## config.mk

```make
export PLATFORM = sky130hd
export DESIGN_NAME = fde_controller
export DESIGN_NICKNAME = d
export VERILOG_FILES = /design/src/rtl/cpu_pkg.sv /design/src/rtl/fde_decoder.sv /design/src/rtl/fde_controller.sv
export SDC_FILE = /design/constraint.sdc
export NUM_CORES = 1
export LEC_CHECK = 0
export CORE_ASPECT_RATIO = 0.8
export CORE_MARGIN = 2
export CORE_UTILIZATION = 40
export DETAILED_ROUTE_END_ITERATION = 12
export GPL_TIMING_DRIVEN = 0
export PLACE_DENSITY = 0.77
export SYNTH_ARGS = -nofsm -noshare
export SYNTH_HDL_FRONTEND = slang
export SYNTH_SLANG_ARGS = --single-unit
```

## constraint.sdc

```tcl
create_clock -name i_clk -period 1.8 [get_ports i_clk]
set_clock_uncertainty 0.05 [all_clocks]
set_input_delay 0.27 -clock i_clk [delete_from_list [all_inputs] [get_ports i_clk]]
set_output_delay 0.27 -clock i_clk [all_outputs]
set_load 0.02 [all_outputs]
```

## src/rtl/cpu_pkg.sv

```systemverilog
// Shared definitions for the fetch-decode-execute CPU slice.
// Holds opcode values, ALU operation encodings, the controller state
// encoding and the bit positions of the 16-bit instruction fields.
package cpu_pkg;

    localparam logic [3:0] OP_NOP  = 4'h0;
    localparam logic [3:0] OP_ADD  = 4'h1;
    localparam logic [3:0] OP_SUB  = 4'h2;
    localparam logic [3:0] OP_AND  = 4'h3;
    localparam logic [3:0] OP_OR   = 4'h4;
    localparam logic [3:0] OP_JMP  = 4'h8;
    localparam logic [3:0] OP_HALT = 4'hF;

    localparam logic [1:0] ALU_ADD = 2'b00;
    localparam logic [1:0] ALU_SUB = 2'b01;
    localparam logic [1:0] ALU_AND = 2'b10;
    localparam logic [1:0] ALU_OR  = 2'b11;

    localparam int OPC_MSB = 15;
    localparam int OPC_LSB = 12;
    localparam int RS1_MSB = 11;
    localparam int RS1_LSB = 8;
    localparam int RS2_MSB = 7;
    localparam int RS2_LSB = 4;
    localparam int RD_MSB  = 3;
    localparam int RD_LSB  = 0;

    typedef enum logic [2:0] {
        S_IDLE,
        S_FETCH,
        S_DECODE,
        S_EXECUTE,
        S_HALT
    } state_t;

endpackage

```

## src/rtl/fde_decoder.sv

```systemverilog
// Combinational opcode decoder.
// Ports:
//   opcode     in   4  instruction opcode field
//   alu_op     out  2  ALU operation (ADD for non-ALU opcodes)
//   is_alu     out  1  ADD/SUB/AND/OR
//   is_jmp     out  1  absolute jump
//   is_halt    out  1  halt
//   is_illegal out  1  opcode not defined by the ISA
module fde_decoder
    import cpu_pkg::*;
(
    input  logic [3:0] opcode,
    output logic [1:0] alu_op,
    output logic       is_alu,
    output logic       is_jmp,
    output logic       is_halt,
    output logic       is_illegal
);

    always_comb begin
        alu_op     = ALU_ADD;
        is_alu     = 1'b0;
        is_jmp     = 1'b0;
        is_halt    = 1'b0;
        is_illegal = 1'b0;
        case (opcode)
            OP_NOP:  ;
            OP_ADD:  begin is_alu = 1'b1; alu_op = ALU_ADD; end
            OP_SUB:  begin is_alu = 1'b1; alu_op = ALU_SUB; end
            OP_AND:  begin is_alu = 1'b1; alu_op = ALU_AND; end
            OP_OR:   begin is_alu = 1'b1; alu_op = ALU_OR;  end
            OP_JMP:  is_jmp  = 1'b1;
            OP_HALT: is_halt = 1'b1;
            default: is_illegal = 1'b1;
        endcase
    end

endmodule

```

## src/rtl/fde_controller.sv

```systemverilog
// Sequencing FSM for the fetch-decode-execute CPU.
// Drives the instruction-memory address/hold, decodes the returned
// instruction and issues register-file addresses, ALU op and write strobe.
// Ports:
//   i_clk, i_reset       clock, async active-low reset
//   i_start              start pulse (accepted in IDLE/HALT)
//   i_hold               freeze everything while high
//   i_instruction [15:0] registered memory data, valid in DECODE
//   o_pc, o_stop         fetch address / memory hold (0 only in FETCH)
//   o_rs1, o_rs2, o_rd   register-file addresses
//   o_alu_op, o_rf_we    ALU operation / write strobe
//   o_busy, o_halted     status
//   o_illegal            sticky undefined-opcode flag
//   o_icount             saturating retired-instruction count
//
// state   | meaning
// IDLE    | waiting for i_start after reset
// FETCH   | memory released for one cycle, latches mem[o_pc]
// DECODE  | instruction valid, fields registered
// EXECUTE | write strobe, PC update, retire
// HALT    | stopped on HALT, waiting for i_start
module fde_controller
    import cpu_pkg::*;
#(
    parameter int PC_W     = 12,
    parameter int START_PC = 0,
    parameter int CNT_W    = 16
) (
    input  logic             i_clk,
    input  logic             i_reset,
    input  logic             i_start,
    input  logic             i_hold,
    input  logic [15:0]      i_instruction,
    output logic [PC_W-1:0]  o_pc,
    output logic             o_stop,
    output logic [3:0]       o_rs1,
    output logic [3:0]       o_rs2,
    output logic [3:0]       o_rd,
    output logic [1:0]       o_alu_op,
    output logic             o_rf_we,
    output logic             o_busy,
    output logic             o_halted,
    output logic             o_illegal,
    output logic [CNT_W-1:0] o_icount
);

    state_t          state;
    logic            stop_q;
    logic            rf_we_q;
    logic            jmp_q;
    logic            halt_q;
    logic            illegal_q;
    logic [1:0]      dec_alu_op;
    logic            dec_is_alu;
    logic            dec_is_jmp;
    logic            dec_is_halt;
    logic            dec_is_illegal;
    logic [PC_W-1:0] jmp_pc;

    fde_decoder u_decoder (
        .opcode     (i_instruction[OPC_MSB:OPC_LSB]),
        .alu_op     (dec_alu_op),
        .is_alu     (dec_is_alu),
        .is_jmp     (dec_is_jmp),
        .is_halt    (dec_is_halt),
        .is_illegal (dec_is_illegal)
    );

    // The jump target is the registered rs1/rs2/rd fields, i.e. instr[11:0].
    assign jmp_pc = PC_W'({o_rs1, o_rs2, o_rd});

    // Hold overrides act immediately; the registered strobe survives the
    // hold so the write is reissued once it drops.
    assign o_stop  = stop_q | i_hold;
    assign o_rf_we = rf_we_q & ~i_hold;

    always_ff @(posedge i_clk or negedge i_reset) begin
        if (!i_reset) begin
            state     <= S_IDLE;
            o_pc      <= PC_W'(START_PC);
            stop_q    <= 1'b1;
            o_rs1     <= '0;
            o_rs2     <= '0;
            o_rd      <= '0;
            o_alu_op  <= ALU_ADD;
            rf_we_q   <= 1'b0;
            jmp_q     <= 1'b0;
            halt_q    <= 1'b0;
            illegal_q <= 1'b0;
            o_busy    <= 1'b0;
            o_halted  <= 1'b0;
            o_illegal <= 1'b0;
            o_icount  <= '0;
        end else if (!i_hold) begin
            case (state)
                S_IDLE, S_HALT: begin
                    if (i_start) begin
                        state     <= S_FETCH;
                        o_pc      <= PC_W'(START_PC);
                        o_icount  <= '0;
                        o_illegal <= 1'b0;
                        stop_q    <= 1'b0;
                        o_busy    <= 1'b1;
                        o_halted  <= 1'b0;
                    end
                end
                S_FETCH: begin
                    state  <= S_DECODE;
                    stop_q <= 1'b1;
                end
                S_DECODE: begin
                    state     <= S_EXECUTE;
                    o_rs1     <= i_instruction[RS1_MSB:RS1_LSB];
                    o_rs2     <= i_instruction[RS2_MSB:RS2_LSB];
                    o_rd      <= i_instruction[RD_MSB:RD_LSB];
                    o_alu_op  <= dec_alu_op;
                    rf_we_q   <= dec_is_alu;
                    jmp_q     <= dec_is_jmp;
                    halt_q    <= dec_is_halt;
                    illegal_q <= dec_is_illegal;
                end
                S_EXECUTE: begin
                    rf_we_q <= 1'b0;
                    if (o_icount != {CNT_W{1'b1}}) begin
                        o_icount <= o_icount + 1'b1;
                    end
                    if (illegal_q) begin
                        o_illegal <= 1'b1;
                    end
                    if (halt_q) begin
                        state    <= S_HALT;
                        o_busy   <= 1'b0;
                        o_halted <= 1'b1;
                    end else begin
                        state  <= S_FETCH;
                        stop_q <= 1'b0;
                        o_pc   <= jmp_q ? jmp_pc : o_pc + 1'b1;
                    end
                end
                default: state <= S_IDLE;
            endcase
        end
    end

endmodule
```

==> results of run 1 <==
[Yosys cell counts, types with 2 or more instances]
cell / n / area, sq um
o2bb2ai_1: 6 / 52.6
mux2i_1: 6 / 60.1
a211oi_1: 5 / 37.5
buf_2: 3 / 15.0
a22oi_1: 3 / 22.5
nor3_1: 6 / 30.0
a21o_1: 4 / 30.0
o211ai_1: 4 / 30.0
nand4b_1: 2 / 17.5
a311o_1: 2 / 20.0
a311oi_1: 2 / 17.5
a21oi_1: 14 / 70.1
and3_1: 8 / 50.1
a22o_1: 5 / 43.8
or3_1: 2 / 12.5
nor4_1: 7 / 43.8
o21ai_0: 21 / 105
nand2_1: 61 / 229
o31ai_1: 3 / 22.5
xnor2_1: 2 / 17.5
nand4bb_1: 2 / 22.5
ha_1: 2 / 25.0
o22ai_1: 5 / 31.3
clkbuf_1: 15 / 56.3
dfrtp_1: 52 / 1300
nand4_1: 7 / 43.8
inv_1: 14 / 52.6
nand3_1: 10 / 50.1
nand3b_1: 2 / 15.0
or2_2: 3 / 18.8
nand2b_1: 2 / 12.5
buf_4: 2 / 15.0
nor2_1: 26 / 97.6
[layer usage]
metal	track usage (%)	up-vias	wire length, um
li1	-	1364	-
met1	29.5	1365	3830
met2	32.4	95	3620
met3	4.70	7	418
met4	6.44	0	83
met5	0	-	0
[per-stage QoR]
stage	utilization [%]	cells	setup TNS [ns]	setup slack [ns]	hold slack [ns]
after floorplan	-	333	0	0.00726	-0.0756
after global placement	52.9	485	-75.17	-1.42	0.416
after detailed placement	53.1	486	-11.38	-0.465	0.212
after CTS	56.0	499	0	0.00288	0.348
after global routing	57.6	502	-0.914	-0.0805	0.372
final	57.6	502	-0.0540	-0.0313	0.354
[area by class of cell]
type | count | share of cell area, %
plain buffers | 19 | 2.78
clock buffers | 5 | 1.72
clock inverters | 3 | 0.655
inverters | 14 | 1.31
multi-input cells | 244 | 38.0
flip-flops and latches | 53 | 33.3
well taps | 87 | 2.72
repair buffers | 77 | 19.6
[layout by cell type (no fill, tap or decap), types with 5 or more instances in the layout]
cell	count
and3_1	7
a211oi_1	5
buf_6	5
inv_1	14
mux2i_1	6
buf_2	5
nor3_1	6
dfrtp_2	5
clkbuf_8	6
nor2_1	26
nand2_1	61
dlymetal6s2s_1	8
o22ai_1	5
clkbuf_1	9
o21ai_1	5
nand4_1	7
nand3_1	10
a21oi_1	11
a22o_1	5
clkdlybuf4s50_1	52
o2bb2ai_1	6
dfrtp_1	47
buf_4	7
nor4_1	6
o21ai_0	16
[cells by family (layout without fill, tap and decap cells)]
kind of cell	count (synthesis)	in the layout	synth area share, %
buffers and inverters	36	118	5.27
XOR/XNOR	3	3	0.900
flip-flops	53	53	45.5
AO/OA/AOI/OAI	85	85	19.9
AND/OR/NAND/NOR	148	148	25.5
adder cells (fa/ha/maj)	2	2	0.857
multiplexers	6	6	2.06
[power groups by stage]
stage,combinational (mW),sequential (mW),clock (mW)
floorplan,1.06,2.27,0
global placement,2.35,1.97,0
detailed placement,2.42,1.99,0
CTS,2.56,1.95,0.737
global route,2.90,2.00,0.798
finish,2.68,1.96,0.722
[sequential cells by signal, summed over array words and instances (netlist names)]
signal / count
o_rs2: 4
o_rd: 4
stop_q: 1
o_illegal: 1
o_icount: 16
state: 3
o_alu_op: 2
o_rs1: 4
o_busy: 1
rf_we_q: 1
o_pc: 12
illegal_q: 1
halt_q: 1
o_halted: 1
jmp_q: 1
[worst max-delay path by stage]
stage,endpoint,startpoint,slack (ns)
6_report,o_icount[6],state[0],-0.03
5_1_grt,o_icount[9],state[0],-0.08
4_1_cts,o_icount[2],o_icount[2],0.003
3_5_place_dp,o_stop,i_hold,-0.47
3_3_place_gp,o_icount[1],i_reset,-1.42
2_1_floorplan,o_icount[6],o_icount[0],0.007
[worst min-delay path, stage by stage]
cell	delay, ns
clkbuf_1	0.18
xnor2_1	0.18
o41ai_1	0.06
[what timing repair did]
item,CTS,global route
resized for setup,19,25
endpoints found under the setup margin,34,32
hold buffers,1,0
hold endpoints to repair,20,0
pin swaps,2,2
setup buffers,6,4
==> metrics.txt, run 1 <==
hold path start i_instruction[14]; Slew Limit Fails 0; Placeable Area a little under 7000 sq um; Sw Ratio 42.3%; Worst R2R End o_icount[6]; Comb pwr share 50.0%; Hold Vio Cnt, Final 0; length in cells of the worst reg-to-reg path 5; Crit path buffers/inverters 1; max-cap violations 0; Worst Path Max Fanout 8; Reg clk slew, reported paths around 0.10 ns; Seq pwr share 36.5%; period utilisation layout 102%; RSZ-0062 raised after global routing true; number of nets in the layout between 400 and 500; vias in the first global route around 2800; drt first pass iters 4; Synth Area per Inst 8.77 sq um; Clock power frac 13.5%; status finished with violations; #FFs+latches synth 53; # diodes 0; I/O Buffers 65; slowest CP cell dfrtp_1; Initial Utilization 41.9%; worst hold path type input port to register; peak supply drop 0.706 mV; register area 1330 sq um; Post-synth ARST share 100%; Critical Path AT 1.99 ns; Core Rows 27; Max clock buf depth 2; H-tree depth reported by CTS 2; Overall Power 5.35 mW; GPL Wtd Cong 0.890; sequential area share after synthesis 45.5%; failing checks negative setup slack; Die Y 80.4 um; Worst-Margin Slew 0.573 ns; Layout fillers 615; syn_nets 355; Max stage delay on crit path about 0.41 ns; worst path cell trace buf_6 -> or3b_4 -> a21oi_2 -> o311ai_2 -> a21bo_2; final critical-path required period 1.83 ns; P_leak 1.79 nW; initial antenna violation count 0; antenna-violating nets left 0; Skew-Pair Late Insertion Delay 0.32 ns; Detail Placement HPWL 5.63 mm; global-route wire length before repair 13.5 mm; Die W 99.5 um; largest net degree at the start of global routing 34; Top Ports 67; WP depth 5; critical path type register to register; Crit path required time 1.96 ns; slew margin rel. 61.8%; Congestion Overflow GR 0; DR WL/cell 15.8 um; total number of vias 2831; most common flop cell mapped by yosys dfrtp_1; library cells used by synthesis between 50 and 60; total internal power 3.09 mW; FF-to-FF Start state[0]; WHS Endpoint o_alu_op[0]; vias per cell 5.64; startpoint types register; EDFF count, synth 0; multi-input logic area between 1500 and 2000 sq um; P&R area growth vs syn 37.3%; dpl cell area 3700 sq um; DRC 0; power density over the cells 1340 nW/um^2; setup violators final 3; crit end category register; Yosys Warn Count 0; final worst slack -0.0313 ns; Mapped Area 2920 sq um; post-synthesis instance total approximately 330; reg2reg setup slack -0.03 ns; total CTS buffers 5; ratio of cells with drive above 1 in the final layout 13.7%; clk sinks 53; Overall Global Routing Usage between 20% and 30%; 1st-iter DRT viols around 160; CTS root buf clkbuf_8; delay-heaviest family, CP compound AO/OA/AOI/OAI gates; CTS tree built; fmax 546 MHz; die area 8000 sq um; Post-Layout Inst Area ~4000 sq um; worst hold path depth 3; final WL 7.95 mm; Psw ~2.3 mW
No activity file was read; power rests on OpenSTA's default activity.
==> inputs of run 2 (changes only) <==
--- a/config.mk
+++ b/config.mk
@@ -13,4 +13,5 @@
 export PLACE_DENSITY = 0.77
 export SYNTH_ARGS = -nofsm -noshare
 export SYNTH_HDL_FRONTEND = slang
+export SYNTH_HIERARCHICAL = 1
 export SYNTH_SLANG_ARGS = --single-unit
==> metrics.txt, run 2 <==
status finished with violations; failing checks negative setup slack; slew margin rel. 65.7%; delay-heaviest family, CP simple AND/OR/NAND/NOR gates; setup violators final 1; Mapped Area between 2000 and 3000 sq um; Core Rows 27; RSZ-0062 raised after global routing true; max FFs per register 16; Crit path buffers/inverters 2; # diodes 0; fmax 554 MHz; DRC 0; final worst slack -0.00497 ns; Die Y 80.5 um; GPL Wtd Cong 0.859; slowest CP cell or4bb_4; antenna-violating nets left 0; Max stage delay on crit path 0.52 ns; Overall Global Routing Usage 21.1%; top flop regs o_icount x16, o_pc x12; EDFF count, synth 0; Max clock buf depth 2; Worst Path Max Fanout 5; die area 8010 sq um; largest net degree at the start of global routing 34; syn_nets 325; H-tree depth reported by CTS 2; final WL ~8.4 mm; commonest non-fill, non-tap cells in the layout clkdlybuf4s50_1 (58), dfrtp_1 (38), buf_4 (32), mux2_2 (17); synth top area cells dfrtp_1 (45%), mux2_2 (6.5%), o2bb2ai_1 (2.7%); CTS root buf clkbuf_8; I/O Buffers 66; total CTS buffers 5; Worst-Margin Slew a little over 0.5 ns; Reg clk slew, reported paths 0.10 ns; Hold Vio Cnt, Final 0; number of nets in the layout 428; peak supply drop slightly above 0.6 mV; DR WL/cell between 15 and 20 um; worst hold path type input port to asynchronous set/reset pin; 1st-iter DRT viols about 130; initial antenna violation count 0; Crit path required time 1.95 ns; crit end category register; Yosys Warn Count 6; Placeable Area 6990 sq um; Skew-Pair Late Insertion Delay ~0.31 ns; CTS tree built; global-route wire length before repair between 10 and 15 mm; Post-synth ARST share 100%; library cells used by synthesis 60; Post-synth top cells dfrtp_1 (52), mux2_2 (17), inv_1 (16), nand2_1 (16); top-count cell post-synth dfrtp_1; max-cap violations 0; Synth top area share between 40% and 50%; multi-input logic area approximately 1700 sq um; power density over the cells around 1300 nW/um^2; P_leak 1.81 nW; largest reg by FF count o_icount; Overall Power 5.74 mW; total number of vias 2852; Critical Path AT 1.96 ns; Congestion Overflow GR 0; period utilisation layout 100%; critical path type register to register; Top Ports 67; #FFs+latches synth 53; Initial Utilization 41.8%; P&R area growth vs syn 48.7%; Synth Area per Inst about 9.6 sq um; register area 1350 sq um; Placement Setup Slack -0.702 ns; vias per cell 5.77; ratio of cells with drive above 1 in the final layout between 30% and 40%; sequential area share after synthesis 45.4%; startpoint types register; Layout fillers 585; commonest non-fill, non-tap cell in the layout clkdlybuf4s50_1; worst path cell trace clkbuf_8 -> or4bb_4 -> a21oi_4 -> buf_6 -> o21ai_2 -> o2bb2ai_2; vias in the first global route 2716; Detail Placement HPWL 5.60 mm; drt first pass iters 4; Die W 99.6 um; Slew Limit Fails 0; leading area contributor after synthesis dfrtp_1; final critical-path required period 1.80 ns; clk sinks 53; post-synthesis instance total 303; most common flop cell mapped by yosys dfrtp_1
run 2: cell count changes after synthesis, sizes merged, moves of 3 or more:
cell	before	now
a22o	5	2
and3	8	5
clkbuf	15	11
mux2	0	17
mux2i	6	3
nand2	61	16
nor2	26	16
nor3	7	10
o211ai	4	1
o21ai	22	25
o2bb2ai	6	9
o311ai	1	4
o31ai	3	0
or4	0	4
run 2: report_power, final:
group	total (mW)	leakage [nW]	switching, mW	internal, mW
Sequential	2.03	0.663	0.432	1.60
Clock	0.711	0.0423	0.427	0.284
Combinational	3.00	1.10	1.50	1.50
Total	5.74	1.81	2.36	3.38
run 2: cell type report:
cell class,count,area share [%]
Multi-Input combinational cell,215,38.6
Sequential cell,53,30.9
Timing Repair Buffer,101,21.7
Buffer,14,2.71
Tap cell,87,2.50
Clock buffer,5,1.58
Inverter,16,1.38
Clock inverter,3,0.604
run 2: worst paths after layout:
| check | startpoint | to | slack [ns] | depth (start not counted) |
|---|---|---|---|---|
| min reg2reg | rf_we_q | rf_we_q | 0.46 | 2 |
| min | i_reset | o_icount[1] | 0.40 | 2 |
| max in group asynchronous | i_reset | stop_q | 0.69 | 3 |
| max | state[2] | o_pc[7] | -0.005 | 6 |
| max reg2reg | state[2] | o_pc[7] | -0.005 | 6 |
| min in group i_clk | i_hold | o_halted | 0.43 | 4 |
run 2: logic make-up (layout without fill, tap and decap cells):
family	after synthesis	after routing	synth area share [%]
AO/OA/AOI/OAI	89	89	20.6
XOR/XNOR	2	2	0.599
multiplexers	20	20	7.58
adder cells (fa/ha/maj)	2	2	0.856
AND/OR/NAND/NOR	102	102	20.1
flip-flops	53	53	45.4
buffers and inverters	35	139	4.88
run 2: timing repair:
item                                    CTS  global route
hold buffers                              1             0
resized for setup                        34            45
endpoints found under the setup margin   47            49
buffers inserted                         23             9
gates cloned                              1             0
pin swaps                                 8             7
hold endpoints to repair                 20             0
run 2: through the flow:
stage	area, sq um	TNS, ns	hold WS, ns	utilization (%)	instances
finish	4350	-0.00497	0.399	62.2	494
floorplan	2990	0	-0.0756	-	303
global placement	3760	-87.18	0.431	53.8	456
global route	4350	-0.748	0.457	62.2	494
CTS	4150	-0.0330	0.417	59.4	488
detailed placement	3780	-21.42	0.235	54.0	457
run 2: worst register-to-register path, stage by stage, from the launching register on:
cell	delay (ns)
dfrtp_1	0.42
clkbuf_8	0.16
or4bb_4	0.52
a21oi_4	0.20
buf_6	0.16
o21ai_2	0.06
o2bb2ai_2	0.13
run 2: per-layer routing:
layer  global-route usage [%]  vias to the layer above  wire length (um)
met5                        0                        -                 0
met4                     3.97                        0                92
met3                     3.22                       10               397
met2                     34.0                       88              3910
met1                     30.4                     1401              3970
li1                         -                     1353                 -
